File: config.mk
export PLATFORM = sky130hd
export DESIGN_NAME = signed_comb_flat
export DESIGN_NICKNAME = d
export VERILOG_FILES = /design/src/rtl/dsp_bb_pkg.sv /design/src/rtl/signed_comb_if.sv /design/src/rtl/sample_delay_line.sv /design/src/rtl/signed_comb.sv /design/src/flat_wrapper.sv
export SDC_FILE = /design/constraint.sdc
export NUM_CORES = 1
export LEC_CHECK = 0
export ABC_AREA = 1
export BUFFER_PORTS_ARGS = -buffer_cell sky130_fd_sc_hd__buf_2
export CORE_ASPECT_RATIO = 0.5
export CORE_MARGIN = 5
export CORE_UTILIZATION = 30
export CTS_CLUSTER_DIAMETER = 40
export CTS_CLUSTER_SIZE = 25
export DETAILED_ROUTE_END_ITERATION = 10
export PLACE_DENSITY = 0.51
export SKIP_LAST_GASP = 1
export SLEW_MARGIN = 20
export SYNTH_ARGS = -nofsm -noshare
export SYNTH_HDL_FRONTEND = slang
export SYNTH_HIERARCHICAL = 1
export SYNTH_SLANG_ARGS = --single-unit
File: constraint.sdc
create_clock -name i_clk -period 3.02 [get_ports i_clk]
set_clock_uncertainty 0.2 [all_clocks]
set_input_delay 0.302 -clock i_clk [delete_from_list [all_inputs] [get_ports i_clk]]
set_output_delay 0.302 -clock i_clk [all_outputs]
set_load 0.02 [all_outputs]
File: src/rtl/dsp_bb_pkg.sv
// Shared helpers for the signed adder/comb building blocks: result-width rule
// and a constant-foldable ceil(log2) used to size pointers and counters.
package dsp_bb_pkg;

    // Full-precision width of a sum or difference of an A-bit and a B-bit operand.
    function automatic int out_width(input int a, input int b);
        return ((a > b) ? a : b) + 1;
    endfunction

    // ceil(log2(value)); returns 0 for value <= 1.
    function automatic int clog2(input int value);
        int r;
        r = 0;
        for (int i = 0; i < 31; i++) begin
            if ((1 << i) < value) r = i + 1;
        end
        return r;
    endfunction

endpackage

File: src/rtl/signed_comb_if.sv
// Sample-stream bundle of the signed comb stage. i_valid/o_valid are pure
// qualifiers: there is no ready, every valid beat is taken on the clock edge.
interface signed_comb_if #(
    parameter int IWIDTH = 16
);
    logic                     i_clear;
    logic                     i_valid;
    logic signed [IWIDTH-1:0] i_data;
    logic                     o_valid;
    logic signed [IWIDTH:0]   o_data;
    logic                     o_primed;

    modport master (
        output i_clear, i_valid, i_data,
        input  o_valid, o_data, o_primed
    );

    modport slave (
        input  i_clear, i_valid, i_data,
        output o_valid, o_data, o_primed
    );
endinterface

File: src/rtl/sample_delay_line.sv
// DELAY-deep circular sample buffer: dout is the sample written DELAY writes
// ago (zero until that many writes have occurred since reset/clear).
module sample_delay_line
    import dsp_bb_pkg::*;
#(
    parameter int IWIDTH = 16,
    parameter int DELAY  = 1
) (
    input  logic              clk,
    input  logic              rst_n,
    input  logic              clear,
    input  logic              we,
    input  logic [IWIDTH-1:0] din,
    output logic [IWIDTH-1:0] dout
);

    generate
        if (DELAY == 1) begin : g_single
            // A single entry: the pointer is implicitly constant 0.
            logic [IWIDTH-1:0] r;

            always_ff @(posedge clk or negedge rst_n) begin
                if (!rst_n) begin
                    r <= '0;
                end else if (clear) begin
                    r <= '0;
                end else if (we) begin
                    r <= din;
                end
            end

            assign dout = r;
        end else begin : g_ring
            localparam int PW = clog2(DELAY);

            logic [IWIDTH-1:0] mem [DELAY];
            logic [PW-1:0]     ptr;

            // The entry under the pointer is both the oldest sample and the
            // slot the incoming sample overwrites.
            always_ff @(posedge clk or negedge rst_n) begin
                if (!rst_n) begin
                    for (int i = 0; i < DELAY; i++) mem[i] <= '0;
                    ptr <= '0;
                end else if (clear) begin
                    for (int i = 0; i < DELAY; i++) mem[i] <= '0;
                    ptr <= '0;
                end else if (we) begin
                    mem[ptr] <= din;
                    ptr      <= (ptr == PW'(DELAY - 1)) ? '0 : ptr + PW'(1);
                end
            end

            assign dout = mem[ptr];
        end
    endgenerate

endmodule

File: src/rtl/signed_comb.sv
// Pipelined signed comb y[n] = x[n] - x[n-DELAY] with one bit of growth,
// one-cycle latency, and a priming flag once DELAY samples have been taken.
module signed_comb
    import dsp_bb_pkg::*;
#(
    parameter int IWIDTH = 16,
    parameter int DELAY  = 1
) (
    input logic          i_clk,
    input logic          i_rst_n,
    signed_comb_if.slave bus
);

    localparam int OW = out_width(IWIDTH, IWIDTH);
    localparam int CW = clog2(DELAY + 1);

    logic              accept;
    logic [IWIDTH-1:0] oldest;
    logic [OW-1:0]     diff;
    logic [CW-1:0]     cnt;
    logic              valid_q;
    logic [OW-1:0]     data_q;

    // A sample arriving together with clear is dropped.
    assign accept = bus.i_valid & ~bus.i_clear;

    sample_delay_line #(
        .IWIDTH (IWIDTH),
        .DELAY  (DELAY)
    ) u_delay_line (
        .clk   (i_clk),
        .rst_n (i_rst_n),
        .clear (bus.i_clear),
        .we    (accept),
        .din   (bus.i_data),
        .dout  (oldest)
    );

    assign diff = {bus.i_data[IWIDTH-1], bus.i_data} - {oldest[IWIDTH-1], oldest};

    always_ff @(posedge i_clk or negedge i_rst_n) begin
        if (!i_rst_n) begin
            valid_q <= 1'b0;
            data_q  <= '0;
            cnt     <= '0;
        end else begin
            valid_q <= accept;
            if (bus.i_clear) begin
                cnt <= '0;
            end else if (accept) begin
                data_q <= diff;
                if (cnt != CW'(DELAY)) cnt <= cnt + CW'(1);
            end
        end
    end

    assign bus.o_valid  = valid_q;
    assign bus.o_data   = data_q;
    assign bus.o_primed = (cnt == CW'(DELAY));

endmodule
File: src/flat_wrapper.sv
// flat-port wrapper written by rule: the top's interface ports become plain ports
module signed_comb_flat import dsp_bb_pkg::*;
#(
    parameter int IWIDTH = 16,
    parameter int DELAY  = 1
)
  (i_clk, i_rst_n, bus_i_clear, bus_i_valid, bus_i_data, bus_o_valid, bus_o_data, bus_o_primed);
  signed_comb_if #(.IWIDTH(IWIDTH)) bus_i ();
  input logic i_clk;
  input logic i_rst_n;
  input wire logic [$bits(bus_i.i_clear)-1:0] bus_i_clear;
  input wire logic [$bits(bus_i.i_valid)-1:0] bus_i_valid;
  input wire logic [$bits(bus_i.i_data)-1:0] bus_i_data;
  output wire logic [$bits(bus_i.o_valid)-1:0] bus_o_valid;
  output wire logic [$bits(bus_i.o_data)-1:0] bus_o_data;
  output wire logic [$bits(bus_i.o_primed)-1:0] bus_o_primed;
  assign bus_i.i_clear = bus_i_clear;
  assign bus_i.i_valid = bus_i_valid;
  assign bus_i.i_data = bus_i_data;
  assign bus_o_valid = bus_i.o_valid;
  assign bus_o_data = bus_i.o_data;
  assign bus_o_primed = bus_i.o_primed;
  signed_comb #(.IWIDTH(IWIDTH), .DELAY(DELAY)) u_core (.i_clk(i_clk), .i_rst_n(i_rst_n), .bus(bus_i));
endmodule
==> flow_metrics.py <==
metrics = {
    "grt": {
        "antenna_found_initial": 0,
        "grt_pass1_vias": 2006,
        "grt_overflow": 0,
        "grt_pass1_wl_um": 10000,
        "track_usage": 0.130,
        "grt_start_max_net_pins": 36,
    },
    "synthesis": {
        "synth_edf_count": 0,
        "synthDominantCellAreaShare": 0.362,
        "synth-async-reset-ratio": 1.00,
        "ys.flop_type": "dfrtp_1",
        "ys_seq_elements": 35,
        "synthTopCellsByArea": "dfrtp_1 (36%), nand2_1 (24%), inv_1 (10%)",
        "synth_cell_type_count": 26,
        "yosysMostFrequentCell": "nand2_1",
        "synth_nets": 403,
        "synthCells": 366,
        "synth_top_area_cell": "dfrtp_1",
        "synth_common_cells": "nand2_1 (157), inv_1 (67), nand3_1 (36)",
        "ys_seq_area_frac": 0.362,
        "synth.cell_area_sq_um": 2420,
        "synth_warnings": 6,
        "synth.avg_cell_area_sq_um": 6.62,
    },
    "worst_setup_path": {
        "path_cells": "ha_1, fa_1, inv_1, nand2_1, nand2_1, nand3_1, nand2_1, nand2_1, nand2_1, nand2_1, nand3_1, nand2_1",
        "rr_startpoint": "u_core/u_delay_line/dout[0]",
        "setup.worst_path.start_class": "flop",
        "rr_worst_depth": 12,
        "cp-end-kind": "flop",
        "critPathTopFamily": "simple AND/OR/NAND/NOR gates",
        "rrSetupSlack_ps": 1010,
        "critPathKind": "reg2reg",
        "slowest_delay_ps": 390,
        "critPathSlowestCell": "fa_1",
        "cp.required_ps": 2980,
        "r2r_end": "u_core/bus.o_data[12]",
        "cp_max_fo": 4,
        "critPathArrivalTime_ps": 1970,
        "crit_path_frequent_cell": "nand2_1",
        "worst-path-buf-inv": 1,
    },
    "hold_path": {
        "min_path_cells": 2,
        "hold_class": "in2reg",
        "holdPathEnd": "u_core/bus.o_primed",
        "hp-start": "bus_i_clear",
    },
    "routing": {
        "vias_per_cell": 4.26,
        "drc": 0,
        "drt_wl_total_um": 6100,
        "drt_iter0_drc": 127,
        "vias": 2209,
        "antenna_left": 0,
        "drtPass1Iterations": 4,
        "routedWlPerCell_um": 11.8,
    },
    "cells_and_area": {
        "nets": 443,
        "antennaDiodeCount": 0,
        "final_core_util": 0.361,
        "drive_gt1_frac": 0.135,
        "areaGrowthSynthToFinish_pct": 18.3,
        "fillers": 912,
    },
    "pwr": {
        "ir_drop_uv": 216,
        "finalPower_mw": 1.46,
        "p_per_area_nw_per_um2": 510,
        "p_leak_nw": 1.70,
    },
    "timing": {
        "drv_slew": 0,
        "tns_ps": 0,
        "min_period_over_period": 0.665,
        "slew_headroom": 0.445,
        "max_slew.worst_pin.slew_ps": 833,
        "clock.fmax_mhz": 498,
        "rsz0062_at_grt": "false",
        "min_period_ps": 2010,
        "setup_viol": 0,
        "final-hold-violation-count": 0,
    },
    "job": {
        "maxCapViolCount": 0,
    },
    "placed_design": {
        "io_buffer_count": 38,
        "gp_congestion": 0.815,
        "dpl.hpwl_um": 4480,
    },
    "clock_tree": {
        "cts_tree": "done",
        "cts.sinks": 35,
        "cts.path.max_buffers": 2,
        "cts_root_buf": "clkbuf_16",
        "clk_pin_slew_ps": 50,
        "clk_latency_ps": 280,
        "cts_htree_levels": 2,
        "postCtsSetupRepairBufs": 0,
        "numCtsBuffers": 5,
    },
    "die": {
        "std_cell_rows": 23,
        "ios": 39,
        "start_util": 0.305,
        "die_x_um": 137,
        "die_h_um": 73.5,
        "die_area_sq_um": 10100,
        "coreArea_sq_um": 7940,
    },
    "status": {
        "status": "completed",
    },
}
cell usage in the layout, fill, tap and decap left out:
master,count
nor2_4,1
nor2_2,1
xor2_1,1
nor2_1,10
a21oi_1,11
nor3_2,1
nand2_2,2
dfrtp_1,35
dlygate4sd3_1,1
nand3b_1,2
o21ai_0,5
xnor2_1,1
clkbuf_16,5
clkbuf_8,1
or2_1,2
buf_2,38
nand3_2,1
clkinv_2,1
inv_1,67
nand3_1,36
ha_1,16
fa_1,1
and2_1,2
buf_4,1
nand2_1,157
inv_2,3
o21ai_1,1
nor3_1,3
layer usage:
layer	GRT usage	share of wire	up-vias
met2	0.194	0.42	28
li1	-	-	1187
met3	0.0328	0.045	7
met5	0	0	-
met1	0.183	0.52	987
met4	0.0431	0.013	0
flip-flops by register name, indices dropped and copies added, names as in the netlist:
name / count
u_core/bus.o_data: 17
u_core/bus.o_primed: 1
u_core/bus.o_valid: 1
u_core/u_delay_line/dout: 16
metrics by stage:
stage | worst slack (ps) | instance area (sq um) | std cells | hold slack [ps]
floorplan | 1170 | 2420 | 366 | -194
global placement | 977 | 2710 | 510 | 246
detailed placement | 958 | 2710 | 510 | 257
CTS | 1000 | 2870 | 518 | 55.2
global route | 878 | 2870 | 518 | 57.2
finish | 1010 | 2870 | 518 | 61.1
logic make-up after synthesis:
family / Yosys count / synth area share
flip-flops: 35 / 0.362
AO/OA/AOI/OAI: 17 / 0.0351
XOR/XNOR: 2 / 0.00723
AND/OR/NAND/NOR: 218 / 0.377
adder cells (fa/ha/maj): 17 / 0.0909
buffers and inverters: 77 / 0.129
power by group:
| group | switching [mW] | leakage [nW] | internal [mW] | total (mW) |
|---|---|---|---|---|
| Combinational | 0.265 | 1.18 | 0.136 | 0.401 |
| Sequential | 0.0275 | 0.451 | 0.523 | 0.550 |
| Clock | 0.188 | 0.0727 | 0.322 | 0.510 |
what timing repair did:
action                    CTS  global route
hold endpoints to repair   35             0
gates resized for setup     0             0
hold buffers                1             0
how the worst max path moves through the flow:
stage / startpoint / endpoint / slack, ps / cells past startpoint
6_report: u_core/u_delay_line/dout[0] / u_core/bus.o_data[12] / 1010 / 12
2_1_floorplan: u_core/u_delay_line/dout[0] / u_core/bus.o_data[16] / 1170 / 12
3_3_place_gp: bus_i_data[0] / u_core/bus.o_data[12] / 980 / 14
4_1_cts: u_core/u_delay_line/dout[0] / u_core/bus.o_data[12] / 1000 / 12
3_5_place_dp: bus_i_data[0] / u_core/bus.o_data[12] / 960 / 14
5_1_grt: u_core/u_delay_line/dout[0] / u_core/bus.o_data[12] / 880 / 12
final cells by class:
class / count / area (sq um) / area share
sequential: 35 / 876 / 0.306
timing repair buffer: 40 / 208 / 0.0725
tap: 112 / 140 / 0.0489
clock buffer: 6 / 139 / 0.0485
clock inverter: 1 / 5.00 / 0.00175
inverter: 70 / 263 / 0.0917
multi-input combinational: 254 / 1230 / 0.431
Note: power is estimated with default switching activity, not from simulation.
